`src/rtl/counter_bcd_mod_if.sv`:
```
// Control and display bundle of the BCD modulo counter.
// The master side drives the step, adjust and preset controls. The slave side returns the count and its flags.
interface counter_bcd_mod_if #(
   parameter int DIGITS = 2
) ();
   logic                  cin;
   logic                  up_dn;
   logic                  PE;
   logic [4*DIGITS-1:0]   pre_val;
   logic [4*DIGITS-1:0]   show_val;
   logic                  cout;
   logic                  pre_err;

   modport master (
      output cin, up_dn, PE, pre_val,
      input  show_val, cout, pre_err
   );

   modport slave (
      input  cin, up_dn, PE, pre_val,
      output show_val, cout, pre_err
   );
endinterface

```
`src/rtl/counter_bcd_mod.sv`:
```
// Multi-digit BCD modulo counter with a range of [MIN_VAL, MAX_VAL].
// It supports a validated preset, up/down stepping and a carry pulse on up-wrap, so instances can be cascaded.
module counter_bcd_mod #(
   parameter int DIGITS  = 2,
   parameter int MIN_VAL = 0,
   parameter int MAX_VAL = 23
) (
   input  logic             clk,
   input  logic             _CR,
   counter_bcd_mod_if.slave bus
);
   localparam int W = 4 * DIGITS;

   function automatic logic [W-1:0] to_bcd(input int v);
      int             n;
      logic [W-1:0]   r;
      n = v;
      r = {W{1'b0}};
      for (int i = 0; i < DIGITS; i++) begin
         r[4*i +: 4] = 4'(n % 10);
         n           = n / 10;
      end
      return r;
   endfunction

   function automatic logic is_bcd(input logic [W-1:0] v);
      logic ok;
      ok = 1'b1;
      for (int i = 0; i < DIGITS; i++) begin
         if (v[4*i +: 4] > 4'd9) begin
            ok = 1'b0;
         end else begin
            ok = ok;
         end
      end
      return ok;
   endfunction

   function automatic logic [W-1:0] bcd_inc(input logic [W-1:0] v);
      logic [W-1:0] r;
      logic         c;
      r = v;
      c = 1'b1;
      for (int i = 0; i < DIGITS; i++) begin
         if (!c) begin
            r[4*i +: 4] = v[4*i +: 4];
         end else if (v[4*i +: 4] == 4'd9) begin
            r[4*i +: 4] = 4'd0;
         end else begin
            r[4*i +: 4] = v[4*i +: 4] + 4'd1;
            c           = 1'b0;
         end
      end
      return r;
   endfunction

   function automatic logic [W-1:0] bcd_dec(input logic [W-1:0] v);
      logic [W-1:0] r;
      logic         b;
      r = v;
      b = 1'b1;
      for (int i = 0; i < DIGITS; i++) begin
         if (!b) begin
            r[4*i +: 4] = v[4*i +: 4];
         end else if (v[4*i +: 4] == 4'd0) begin
            r[4*i +: 4] = 4'd9;
         end else begin
            r[4*i +: 4] = v[4*i +: 4] - 4'd1;
            b           = 1'b0;
         end
      end
      return r;
   endfunction

   localparam logic [W-1:0] MIN_BCD = to_bcd(MIN_VAL);
   localparam logic [W-1:0] MAX_BCD = to_bcd(MAX_VAL);

   logic [W-1:0] count_r;
   logic         cout_r;
   logic         err_r;
   logic [W-1:0] count_nxt_s;
   logic         cout_nxt_s;
   logic         err_nxt_s;
   logic         pre_ok_s;
   logic         state_ok_s;

   // For valid BCD operands, a plain vector compare orders the values exactly like their decimal values.
   always_comb begin
      pre_ok_s   = is_bcd(bus.pre_val) && (bus.pre_val >= MIN_BCD) && (bus.pre_val <= MAX_BCD);
      state_ok_s = is_bcd(count_r) && (count_r >= MIN_BCD) && (count_r <= MAX_BCD);
   end

   // Next-state selection with priority preset > step > hold.
   always_comb begin
      count_nxt_s = count_r;
      cout_nxt_s  = 1'b0;
      err_nxt_s   = 1'b0;
      if (bus.PE) begin
         if (pre_ok_s) begin
            count_nxt_s = bus.pre_val;
         end else begin
            err_nxt_s   = 1'b1;
         end
      end else if (bus.cin) begin
         if (!state_ok_s) begin
            count_nxt_s = MIN_BCD;
         end else if (bus.up_dn) begin
            if (count_r == MAX_BCD) begin
               count_nxt_s = MIN_BCD;
               cout_nxt_s  = 1'b1;
            end else begin
               count_nxt_s = bcd_inc(count_r);
            end
         end else begin
            if (count_r == MIN_BCD) begin
               count_nxt_s = MAX_BCD;
            end else begin
               count_nxt_s = bcd_dec(count_r);
            end
         end
      end else begin
         count_nxt_s = count_r;
      end
   end

   // Count and flag registers, with asynchronous clear.
   always_ff @(posedge clk or negedge _CR) begin
      if (!_CR) begin
         count_r <= MIN_BCD;
         cout_r  <= 1'b0;
         err_r   <= 1'b0;
      end else begin
         count_r <= count_nxt_s;
         cout_r  <= cout_nxt_s;
         err_r   <= err_nxt_s;
      end
   end

   assign bus.show_val = count_r;
   assign bus.cout     = cout_r;
   assign bus.pre_err  = err_r;
endmodule
```
`src/flat_wrapper.sv`:
```
// flat-port wrapper written by rule: the top's interface ports become plain ports
module counter_bcd_mod_flat 
#(
   parameter int DIGITS  = 2,
   parameter int MIN_VAL = 0,
   parameter int MAX_VAL = 23
)
  (clk, _CR, bus_cin, bus_up_dn, bus_PE, bus_pre_val, bus_show_val, bus_cout, bus_pre_err);
  counter_bcd_mod_if #(.DIGITS(DIGITS)) bus_i ();
  input  logic clk;
  input  logic _CR;
  input wire logic [$bits(bus_i.cin)-1:0] bus_cin;
  input wire logic [$bits(bus_i.up_dn)-1:0] bus_up_dn;
  input wire logic [$bits(bus_i.PE)-1:0] bus_PE;
  input wire logic [$bits(bus_i.pre_val)-1:0] bus_pre_val;
  output wire logic [$bits(bus_i.show_val)-1:0] bus_show_val;
  output wire logic [$bits(bus_i.cout)-1:0] bus_cout;
  output wire logic [$bits(bus_i.pre_err)-1:0] bus_pre_err;
  assign bus_i.cin = bus_cin;
  assign bus_i.up_dn = bus_up_dn;
  assign bus_i.PE = bus_PE;
  assign bus_i.pre_val = bus_pre_val;
  assign bus_show_val = bus_i.show_val;
  assign bus_cout = bus_i.cout;
  assign bus_pre_err = bus_i.pre_err;
  counter_bcd_mod #(.DIGITS(DIGITS), .MIN_VAL(MIN_VAL), .MAX_VAL(MAX_VAL)) u_core (.clk(clk), ._CR(_CR), .bus(bus_i));
endmodule
```
`config.mk`:
```
export PLATFORM = sky130hd
export DESIGN_NAME = counter_bcd_mod_flat
export DESIGN_NICKNAME = d
export VERILOG_FILES = /design/src/rtl/counter_bcd_mod_if.sv /design/src/rtl/counter_bcd_mod.sv /design/src/flat_wrapper.sv
export SDC_FILE = /design/constraint.sdc
export NUM_CORES = 1
export LEC_CHECK = 0
export ABC_AREA = 1
export BUFFER_PORTS_ARGS = -buffer_cell sky130_fd_sc_hd__clkbuf_2
export CAP_MARGIN = 20
export CORE_UTILIZATION = 55
export DETAILED_ROUTE_END_ITERATION = 8
export PLACE_DENSITY = 0.8
export SYNTH_ARGS = -nofsm -noshare
export SYNTH_HDL_FRONTEND = slang
export SYNTH_SLANG_ARGS = --single-unit
```
`constraint.sdc`:
```
create_clock -name clk -period 2.1 [get_ports clk]
set_clock_uncertainty 0.2 [all_clocks]
set_input_delay 0.105 -clock clk [delete_from_list [all_inputs] [get_ports clk]]
set_output_delay 0.105 -clock clk [all_outputs]
set_load 0.03 [all_outputs]
```
==> results of run 1 <==
==> where the power goes <==
part / total [W] / switching [W] / leakage, nW / internal [W]
clock: 0.000125 / 0.0000593 / 0.0138 / 0.0000659
combinational: 0.000792 / 0.000513 / 0.674 / 0.000280
sequential: 0.000324 / 0.0000900 / 0.122 / 0.000234
==> worst min path at each step <==
stage | slack, ns | cells after the start | endpoint
2_1_floorplan | -0.39 | 0 | u_core.bus.cout
3_3_place_gp | -0.22 | 1 | u_core.bus.show_val[0]
3_5_place_dp | -0.21 | 1 | u_core.bus.show_val[0]
4_1_cts | 0.007 | 3 | u_core.bus.show_val[0]
5_1_grt | 0.03 | 3 | u_core.bus.show_val[0]
6_report | 0.02 | 5 | u_core.bus.show_val[3]
==> cell type report <==
cell class                      count  area [sq um]
Multi-Input combinational cell    155           818
Inverter                           24          90.1
Fill cell                         168           562
Tap cell                           27          33.8
Timing Repair Buffer               32           203
Sequential cell                    10           253
Clock buffer                        3          22.5
==> synthesized netlist by cell type, types with 2 or more instances <==
cell	n	area, sq um
nand4_1	5	31.3
nor2_1	30	113
nand3_1	19	95.1
ha_1	9	113
inv_1	21	78.8
nand3_4	2	35.0
o21ai_0	8	40.0
nand2_2	6	37.5
inv_2	3	11.3
buf_2	2	10.0
dfrtp_1	10	250
nand2_1	60	225
o21bai_1	2	15.0
nor2_2	5	31.3
a21oi_1	3	15.0
==> worst max-delay path, cell delays in order, from the launching register on <==
cell     delay (ns)
dfrtp_2        0.44
inv_1          0.13
ha_1           0.20
nand2_1        0.07
nor2_1         0.14
nor2_2         0.06
nor2_2         0.14
nand3_4        0.14
nor2_2         0.13
nor2_2         0.06
nand2_1        0.06
nand2_1        0.05
==> flip-flops by register name, indices dropped and copies added, names as in the netlist <==
name,cells
u_core.bus.cout,1
u_core.bus.pre_err,1
u_core.bus.show_val,8
==> cells by family (layout without fill, tap and decap cells) <==
| kind of cell | after synthesis | in the layout | share of synthesized area (%) |
|---|---|---|---|
| buffers and inverters | 28 | 59 | 10.1 |
| AO/OA/AOI/OAI | 17 | 17 | 9.12 |
| adder cells (fa/ha/maj) | 9 | 9 | 9.54 |
| AND/OR/NAND/NOR | 129 | 129 | 50.1 |
| flip-flops | 10 | 10 | 21.2 |
==> metal layers <==
metal | vias to the layer above | wire (um) | part of all wire, % | GRT usage, %
li1 | 669 | - | - | -
met1 | 596 | 1400 | 47 | 34.3
met2 | 37 | 1460 | 49 | 45.8
met3 | 2 | 121 | 4.0 | 3.46
met4 | 0 | 10 | 0.33 | 4.41
met5 | - | 0 | 0 | 0
==> stage by stage <==
stage          instances  cell area [sq um]  setup slack, ns
6_report             251               1420            0.178
5_1_grt              251               1420          0.00574
4_1_cts              251               1410            0.138
3_5_place_dp         241               1320            0.154
3_3_place_gp         241               1320            0.189
2_1_floorplan        193               1180           0.0706
==> what timing repair did <==
action                                 4_1_cts  5_1_grt
resized for setup                            0        5
setup endpoints to repair                    0        5
hold buffers                                 7        0
endpoints found under the hold margin       15        0
==> run summary, run 1 <==
# setup viols final - 0
DIE AREA - 2330 sq um
Worst EP required - 2.05 ns
# DRC - 0
DP Wirelength - 2240 um
fmax - 520 MHz
global route overflow - 0
asr flop ratio synth - 100%
actual slew at the worst max-slew pin - 0.490 ns
status - finished, final reports clean
Die H - 48.3 um
syn nets - 215
Antenna Nets Post-Route - 0
NumNets Final - 248
Crit Path Max Fanout - 7
reg2reg end - u_core.bus.show_val[5]
vias in the first global route - 1192
MaxCap Viol Count - 0
core area - 1980 sq um
antenna violations before repair - 0
clock root cell - clkbuf_4
Worst Path Class, Setup - reg -> reg
commonest non-fill, non-tap cell in the layout - nand2_1
commonest non-fill, non-tap cells in the layout - 60 x nand2_1, 28 x nor2_1, 22 x clkbuf_2
final core utilization - 71.7%
I/O pins - 23
Post-Route WL - 2990 um
average wire per standard cell - 11.9 um
Slew headroom - 67.3%
Yosys reg bits - 10
Max clock buf depth - 2
GRT Total Usage - 26.0%
TNS Setup - 0 ns
Starting Density - 59.5%
proportion of layout cells with a drive suffix above 1 - 23.7%
H-tree depth - 1
post-DR vias/cell - 5.20
Worst-Skew Late Latency - 0.26 ns
routability cong. - 0.893
Worst Hold Class - in -> reg
mapped cell area - 1180 sq um
critical path endpoint - u_core.bus.show_val[5]
CP Launch Type - register
final worst path period share - 91.5%
fin. max-slew vios - 0
postcts setup bufs - 0
Final Critical Period - 1.92 ns
largest net degree at the start of global routing - 15
TritonCTS clock tree - done
first-pass GRT wire length - 4900 um
worst reg-to-reg path cell count - 11
I/O Buffers - 22
initial DRC count - 35
Leak Pwr - 0.810 nW
EDFF count, synth - 0
CTS Buf Count - 3
Syn Area/Cell - 6.11 sq um
CP endpoint kind - register
routed vias - 1304
post-synthesis cell type count - 23
register area share after synthesis - 21.2%
hold_ws - 0.0161 ns
Syn Inst Count - 193
Critical Path Start - u_core.bus.show_val[1]
RSZ-0062 raised after global routing - no
FP Rows - 16
hold path start - bus_pre_val[3]
Die X - 48.3 um
total power - 0.00124 W
Final Hold Vio Count - 0
RR Startpoint - u_core.bus.show_val[1]
clk slew on worst S/H paths - 0.06 ns
Max VDD drop - 749 uV
ANT cells - 0
CTS sink count - 10
flop2flop setup slack - 0.18 ns
synth warn - 0
synthesis-to-layout area growth - 20.4%
PD cells - 874 nW/um^2
first drt pass iteration count - 4
CP arrival - 1.87 ns
Synth Flop Type - dfrtp_1
No activity file was read; power rests on OpenSTA's default activity.
==> run 2, diff against run 1 <==
--- a/config.mk
+++ b/config.mk
@@ -8,9 +8,11 @@
 export ABC_AREA = 1
 export BUFFER_PORTS_ARGS = -buffer_cell sky130_fd_sc_hd__clkbuf_2
 export CAP_MARGIN = 20
+export CORE_MARGIN = 2
 export CORE_UTILIZATION = 55
 export DETAILED_ROUTE_END_ITERATION = 8
 export PLACE_DENSITY = 0.8
+export SETUP_SLACK_MARGIN = 0.2
 export SYNTH_ARGS = -nofsm -noshare
 export SYNTH_HDL_FRONTEND = slang
 export SYNTH_SLANG_ARGS = --single-unit
==> run summary, run 2 (same netlist as run 1, synthesis figures left out) <==
post-DR vias/cell - 5.43 (+4.6%)
max reg flops - 8 (unchanged)
Antenna Nets Post-Route - 0 (unchanged)
clock root cell - clkbuf_4
Post-Place Cell Area - 1310 sq um (-0.76%)
final instance area - 1540 sq um (+8.2%)
CP endpoint kind - register
Leak Pwr - 0.832 nW (+2.7%)
largest net degree at the start of global routing - 15 (unchanged)
DP Wirelength - 2240 um (-0.21%)
H-tree depth - 1 (unchanged)
multi-input combinational cell area - 881 sq um (+7.6%)
Int Pwr - 0.000636 W (+9.8%)
Die H - 50.3 um (+4.1%)
routability cong. - 0.951 (+6.5%)
FP Rows - 16 (unchanged)
I/O pins - 23 (unchanged)
Seq. cell area - 256 sq um (+1.5%)
Final Critical Period - 1.88 ns (-0.0417 ns)
fillers - 164 (-2.4%)
non-filler instance count after layout - 257 (+2.4%)
NumNets Final - 254 (+2.4%)
ANT cells - 0 (unchanged)
I/O Buffers - 22 (unchanged)
Slew headroom - 72.7% (+5.4 points)
proportion of layout cells with a drive suffix above 1 - 32.6% (+8.9 points)
fmax - 532 MHz (+2.2%)
CTS sink count - 10 (unchanged)
Worst EP required - 2.10 ns (+0.05 ns)
vias in the first global route - 1235 (+3.6%)
final worst path period share - 89.5% (-2.0 points)
actual slew at the worst max-slew pin - 0.409 ns (-0.0810 ns)
TritonCTS clock tree - done
Worst Hold Class - in -> reg
DIE AREA - 2530 sq um (+8.5%)
Final Hold Vio Count - 0 (unchanged)
first-pass GRT wire length - 5180 um (+5.6%)
CP Launch Type - register
Post-Route WL - 3270 um (+9.2%)
routed vias - 1396 (+7.1%)
PD cells - 886 nW/um^2 (+1.3%)
hold_ws - 0.00782 ns (-0.00824 ns)
Placed Cells - 239 (-0.83%)
commonest non-fill, non-tap cell in the layout - nand2_1
Max VDD drop - 755 uV (+0.74%)
GRT Total Usage - 25.7% (-0.25 points)
Net Sw Frac - 53.2% (-0.088 points)
TNS Setup - 0 ns (unchanged)
Worst Path Class, Setup - reg -> reg
Max clock buf depth - 2 (unchanged)
Net Sw Power - 0.000725 W (+9.4%)
synthesis-to-layout area growth - 30.2%
Flop pwr share - 25.8% (-0.3 points)
Crit Path Max Fanout - 7 (unchanged)
Worst-Skew Late Latency - 0.26 ns (about the same)
CTS Buf Count - 3 (unchanged)
commonest non-fill, non-tap cells in the layout - 59 x nand2_1, 24 x nor2_1, 22 x clkbuf_2
RSZ-0062 raised after global routing - yes
average wire per standard cell - 12.7 um (+6.6%)
Comb power frac - 65.0% (+1.2 points)
status - finished, final reports clean
clock network power share - 9.3% (-0.8 points)
# DRC - 0 (unchanged)
CP arrival - 1.88 ns (about the same)
antenna violations before repair - 0 (unchanged)
Die X - 50.3 um (+4.1%)
# setup viols final - 0 (unchanged)
global route overflow - 0 (unchanged)
first drt pass iteration count - 4 (unchanged)
Starting Density - 58.9% (-0.60 points)
fin. max-slew vios - 0 (unchanged)
total power - 0.00136 W (+9.6%)
initial DRC count - 54 (+54%)
MaxCap Viol Count - 0 (unchanged)
clk slew on worst S/H paths - 0.06 ns (about the same)
core area - 2000 sq um (+1.0%)
## run 2: changes by cell type in the layout (fill, tap and decap cells not counted), moves of 4 or more
| cell | before | now |
|---|---|---|
| nor2_1 | 28 | 24 |
| buf_4 | 3 | 9 |
| inv_1 | 21 | 17 |
| ha_1 | 8 | 4 |
## run 2: path summary, 6_finish.rpt
check	startpoint	endpoint	slack [ns]	depth (start not counted)
min in group asynchronous	_CR	u_core.bus.show_val[7]	0.05	2
worst min-delay path	bus_pre_val[5]	u_core.bus.show_val[5]	0.008	5
worst min register to register	u_core.bus.show_val[5]	u_core.bus.show_val[5]	0.40	2
worst max-delay path	u_core.bus.show_val[4]	u_core.bus.show_val[5]	0.22	9
max in group asynchronous	_CR	u_core.bus.show_val[1]	1.42	2
worst max register to register	u_core.bus.show_val[4]	u_core.bus.show_val[5]	0.22	9
## run 2: repair_timing
action                                 CTS  global route
setup endpoints to repair                8             8
pin swaps                                1            15
setup buffers                            2             6
gates resized for setup                  2            21
gates cloned                             0             0
endpoints found under the hold margin   15             0
hold buffers                             7             0
## run 2: cell type report
class,count,share of cell area [%]
Timing Repair Buffer,38,16.1
Multi-Input combinational cell,155,57.3
Inverter,24,6.19
Tap cell,27,2.20
Clock buffer,3,1.47
Sequential cell,10,16.7
## run 2: through the flow
stage	util, %	setup slack, ns
after floorplan	-	0.207
after global placement	65.3	0.212
after detailed placement	65.3	0.151
after CTS	70.8	0.232
after global routing	76.8	0.119
final	76.8	0.220
## run 2: worst max-delay path, stage by stage (launching register included)
cell     delay, ns
dfrtp_2       0.43
buf_4         0.16
ha_1          0.23
nand3_1       0.17
nand2_2       0.12
nand3_4       0.16
nor2_2        0.05
nor2_2        0.16
nand2_1       0.07
nand2_1       0.06
## run 2: layer usage
metal,track usage (%),share of wire (%),up-vias,wire [um]
met5,0,0,-,0
met4,8.56,1.3,0,43
met3,1.79,6.7,8,219
met2,43.6,50,65,1620
met1,34.6,42,638,1380
li1,-,-,685,-
## run 2: power by group through the flow
stage	clock network, W	registers, W	logic [W]
3_3_place_gp	0	0.000342	0.000712
6_report	0.000126	0.000350	0.000884
4_1_cts	0.000126	0.000334	0.000775
3_5_place_dp	0	0.000348	0.000723
2_1_floorplan	0	0.000389	0.000517
5_1_grt	0.000133	0.000359	0.000974
==> run 3, diff against run 2 <==
--- a/config.mk
+++ b/config.mk
@@ -6,12 +6,12 @@
 export NUM_CORES = 1
 export LEC_CHECK = 0
 export ABC_AREA = 1
-export BUFFER_PORTS_ARGS = -buffer_cell sky130_fd_sc_hd__clkbuf_2
+export BUFFER_PORTS_ARGS = -buffer_cell sky130_fd_sc_hd__buf_2
 export CAP_MARGIN = 20
 export CORE_MARGIN = 2
-export CORE_UTILIZATION = 55
+export CORE_UTILIZATION = 49
 export DETAILED_ROUTE_END_ITERATION = 8
-export PLACE_DENSITY = 0.8
+export PLACE_DENSITY = 0.75
 export SETUP_SLACK_MARGIN = 0.2
 export SYNTH_ARGS = -nofsm -noshare
 export SYNTH_HDL_FRONTEND = slang
==> constraint.sdc (replaced) <==
create_clock -name clk -period 1.7 [get_ports clk]
set_clock_uncertainty 0.2 [all_clocks]
set_input_delay 0.085 -clock clk [delete_from_list [all_inputs] [get_ports clk]]
set_output_delay 0.085 -clock clk [all_outputs]
set_load 0.03 [all_outputs]
==> run summary, run 3 (same netlist as run 1, synthesis figures left out) <==
hold_ws - -0.00361 ns (-0.0114 ns)
Worst EP required - 1.66 ns (-0.44 ns)
DIE AREA - 2820 sq um (+11%)
DP Wirelength - 2540 um (+13%)
Crit path top cell by count - nand2_1
non-filler instance count after layout - 289 (+12%)
slowest stage delay, CP - 0.44 ns (about the same)
I/O pins - 23 (unchanged)
actual slew at the worst max-slew pin - 0.337 ns (-0.0721 ns)
# DRC - 0 (unchanged)
RSZ-0062 raised after global routing - yes
Final Hold Vio Count - 6 (+6)
Critical Path Start - u_core.bus.show_val[5]
# setup viols final - 9 (+9)
clock root cell - clkbuf_4
status - complete, but fails checks
proportion of layout cells with a drive suffix above 1 - 44.1% (+11 points)
post-DR vias/cell - 5.76 (+6.1%)
failing checks - hold timing, setup timing
Worst-Skew Late Latency - 0.27 ns (about the same)
Placed Cells - 267 (+12%)
RR Startpoint - u_core.bus.show_val[5]
MaxCap Viol Count - 0 (unchanged)
Die H - 53.1 um (+5.5%)
clk slew on worst S/H paths - 0.06 ns (about the same)
Final Critical Period - 1.93 ns (+0.0513 ns)
CTS Buf Count - 3 (unchanged)
largest net degree at the start of global routing - 11 (-4)
antenna violations before repair - 0 (unchanged)
GRT Total Usage - 31.1% (+5.3 points)
global route overflow - 0 (unchanged)
routed vias - 1665 (+19%)
core area - 2250 sq um (+13%)
Post-Place Cell Area - 1570 sq um (+20%)
Worst Path Class, Setup - reg -> reg
Worst Hold Class - in -> async
Max clock buf depth - 2 (unchanged)
final instance area - 1890 sq um (+23%)
average wire per standard cell - 15.9 um (+25%)
CP endpoint kind - register
FP Rows - 17 (+1)
CP Launch Type - register
NumNets Final - 284 (+12%)
routability cong. - 0.917 (-3.6%)
H-tree depth - 1 (unchanged)
vias in the first global route - 1450 (+17%)
max reg flops - 8 (unchanged)
synthesis-to-layout area growth - 60.4%
reg2reg end - u_core.bus.show_val[6]
TNS Setup - -1.60 ns (-1.60 ns)
Max VDD drop - 1040 uV (+38%)
commonest non-fill, non-tap cell in the layout - nand2_1
PD cells - 1110 nW/um^2 (+25%)
Starting Density - 52.3% (-6.6 points)
fin. max-slew vios - 0 (unchanged)
critical-path cell list - inv_2 > ha_2 > inv_1 > nor2_2 > nor2_1 > nand2_2 > nand3_4 > inv_2 > nand2_1 > nand2_1 > nand2_1 > nand2_1
TritonCTS clock tree - done
Crit Path Max Fanout - 7 (unchanged)
fmax - 518 MHz (-2.7%)
Crit-path slowest cell - dfrtp_2
final worst slack - -0.232 ns (-0.451 ns)
flop2flop setup slack - -0.23 ns (-0.45 ns)
initial DRC count - 108 (+100%)
Slew headroom - 77.5% (+4.8 points)
worst reg-to-reg path cell count - 12 (+3)
first-pass GRT wire length - 6440 um (+25%)
Leak Pwr - 1.01 nW (+21%)
Die X - 53.1 um (+5.5%)
commonest non-fill, non-tap cells in the layout - 54 x nand2_1, 30 x buf_4, 23 x nor2_1
first drt pass iteration count - 5 (+1)
ANT cells - 0 (unchanged)
CP arrival - 1.89 ns (about the same)
Post-Route WL - 4590 um (+40%)
Antenna Nets Post-Route - 0 (unchanged)
I/O Buffers - 22 (unchanged)
CTS sink count - 10 (unchanged)
final worst path period share - 114% (+24 points)
## run 3: cell type report
type	count	area, sq um
well taps	28	35.0
flip-flops and latches	10	258
inverters	24	95.1
multi-input cells	155	963
fillers	121	362
repair buffers	68	505
clock buffers	4	36.3
## run 3: stage by stage
stage	hold slack, ns	worst slack (ns)	total power (W)	util [%]
floorplan	-0.411	-0.140	0.00118	-
global placement	-0.247	-0.107	0.00159	69.6
finish	-0.00361	-0.232	0.00210	84.0
CTS	0.00518	-0.0845	0.00191	80.4
detailed placement	-0.241	-0.156	0.00161	69.6
global route	0.0472	-0.285	0.00222	84.0
## run 3: worst max-delay path by stage
stage / end / slack, ns / cells after the start
final: u_core.bus.show_val[6] / -0.23 / 12
after global routing: u_core.bus.show_val[6] / -0.28 / 12
after CTS: u_core.bus.show_val[4] / -0.08 / 10
after detailed placement: u_core.bus.show_val[4] / -0.16 / 11
after global placement: u_core.bus.show_val[6] / -0.11 / 11
after floorplan: u_core.bus.show_val[4] / -0.14 / 11
## run 3: where the power goes
group | switching [W] | internal, W
combinational | 0.000865 | 0.000617
sequential | 0.000114 | 0.000295
clock | 0.0000803 | 0.000130
## run 3: critical path, delay by kind of cell (launching register included)
kind / cells / cell delay [ns]
adder cells (fa/ha/maj): 1 / 0.18
flip-flops: 1 / 0.44
AND/OR/NAND/NOR: 8 / 0.79
buffers and inverters: 3 / 0.20
## run 3: per-layer routing
layer | GRT usage [%] | vias up | wire (um)
li1 | - | 748 | -
met1 | 40.1 | 757 | 1670
met2 | 52.9 | 133 | 2220
met3 | 1.98 | 27 | 520
met4 | 13.7 | 0 | 174
met5 | 0 | - | 0
## run 3: what timing repair did
| item | CTS | global route |
|---|---|---|
| setup buffers | 4 | 2 |
| pin swaps | 9 | 11 |
| endpoints found under the hold margin | 19 | 0 |
| hold buffers | 12 | 0 |
| resized for setup | 16 | 21 |
| endpoints found under the setup margin | 9 | 11 |
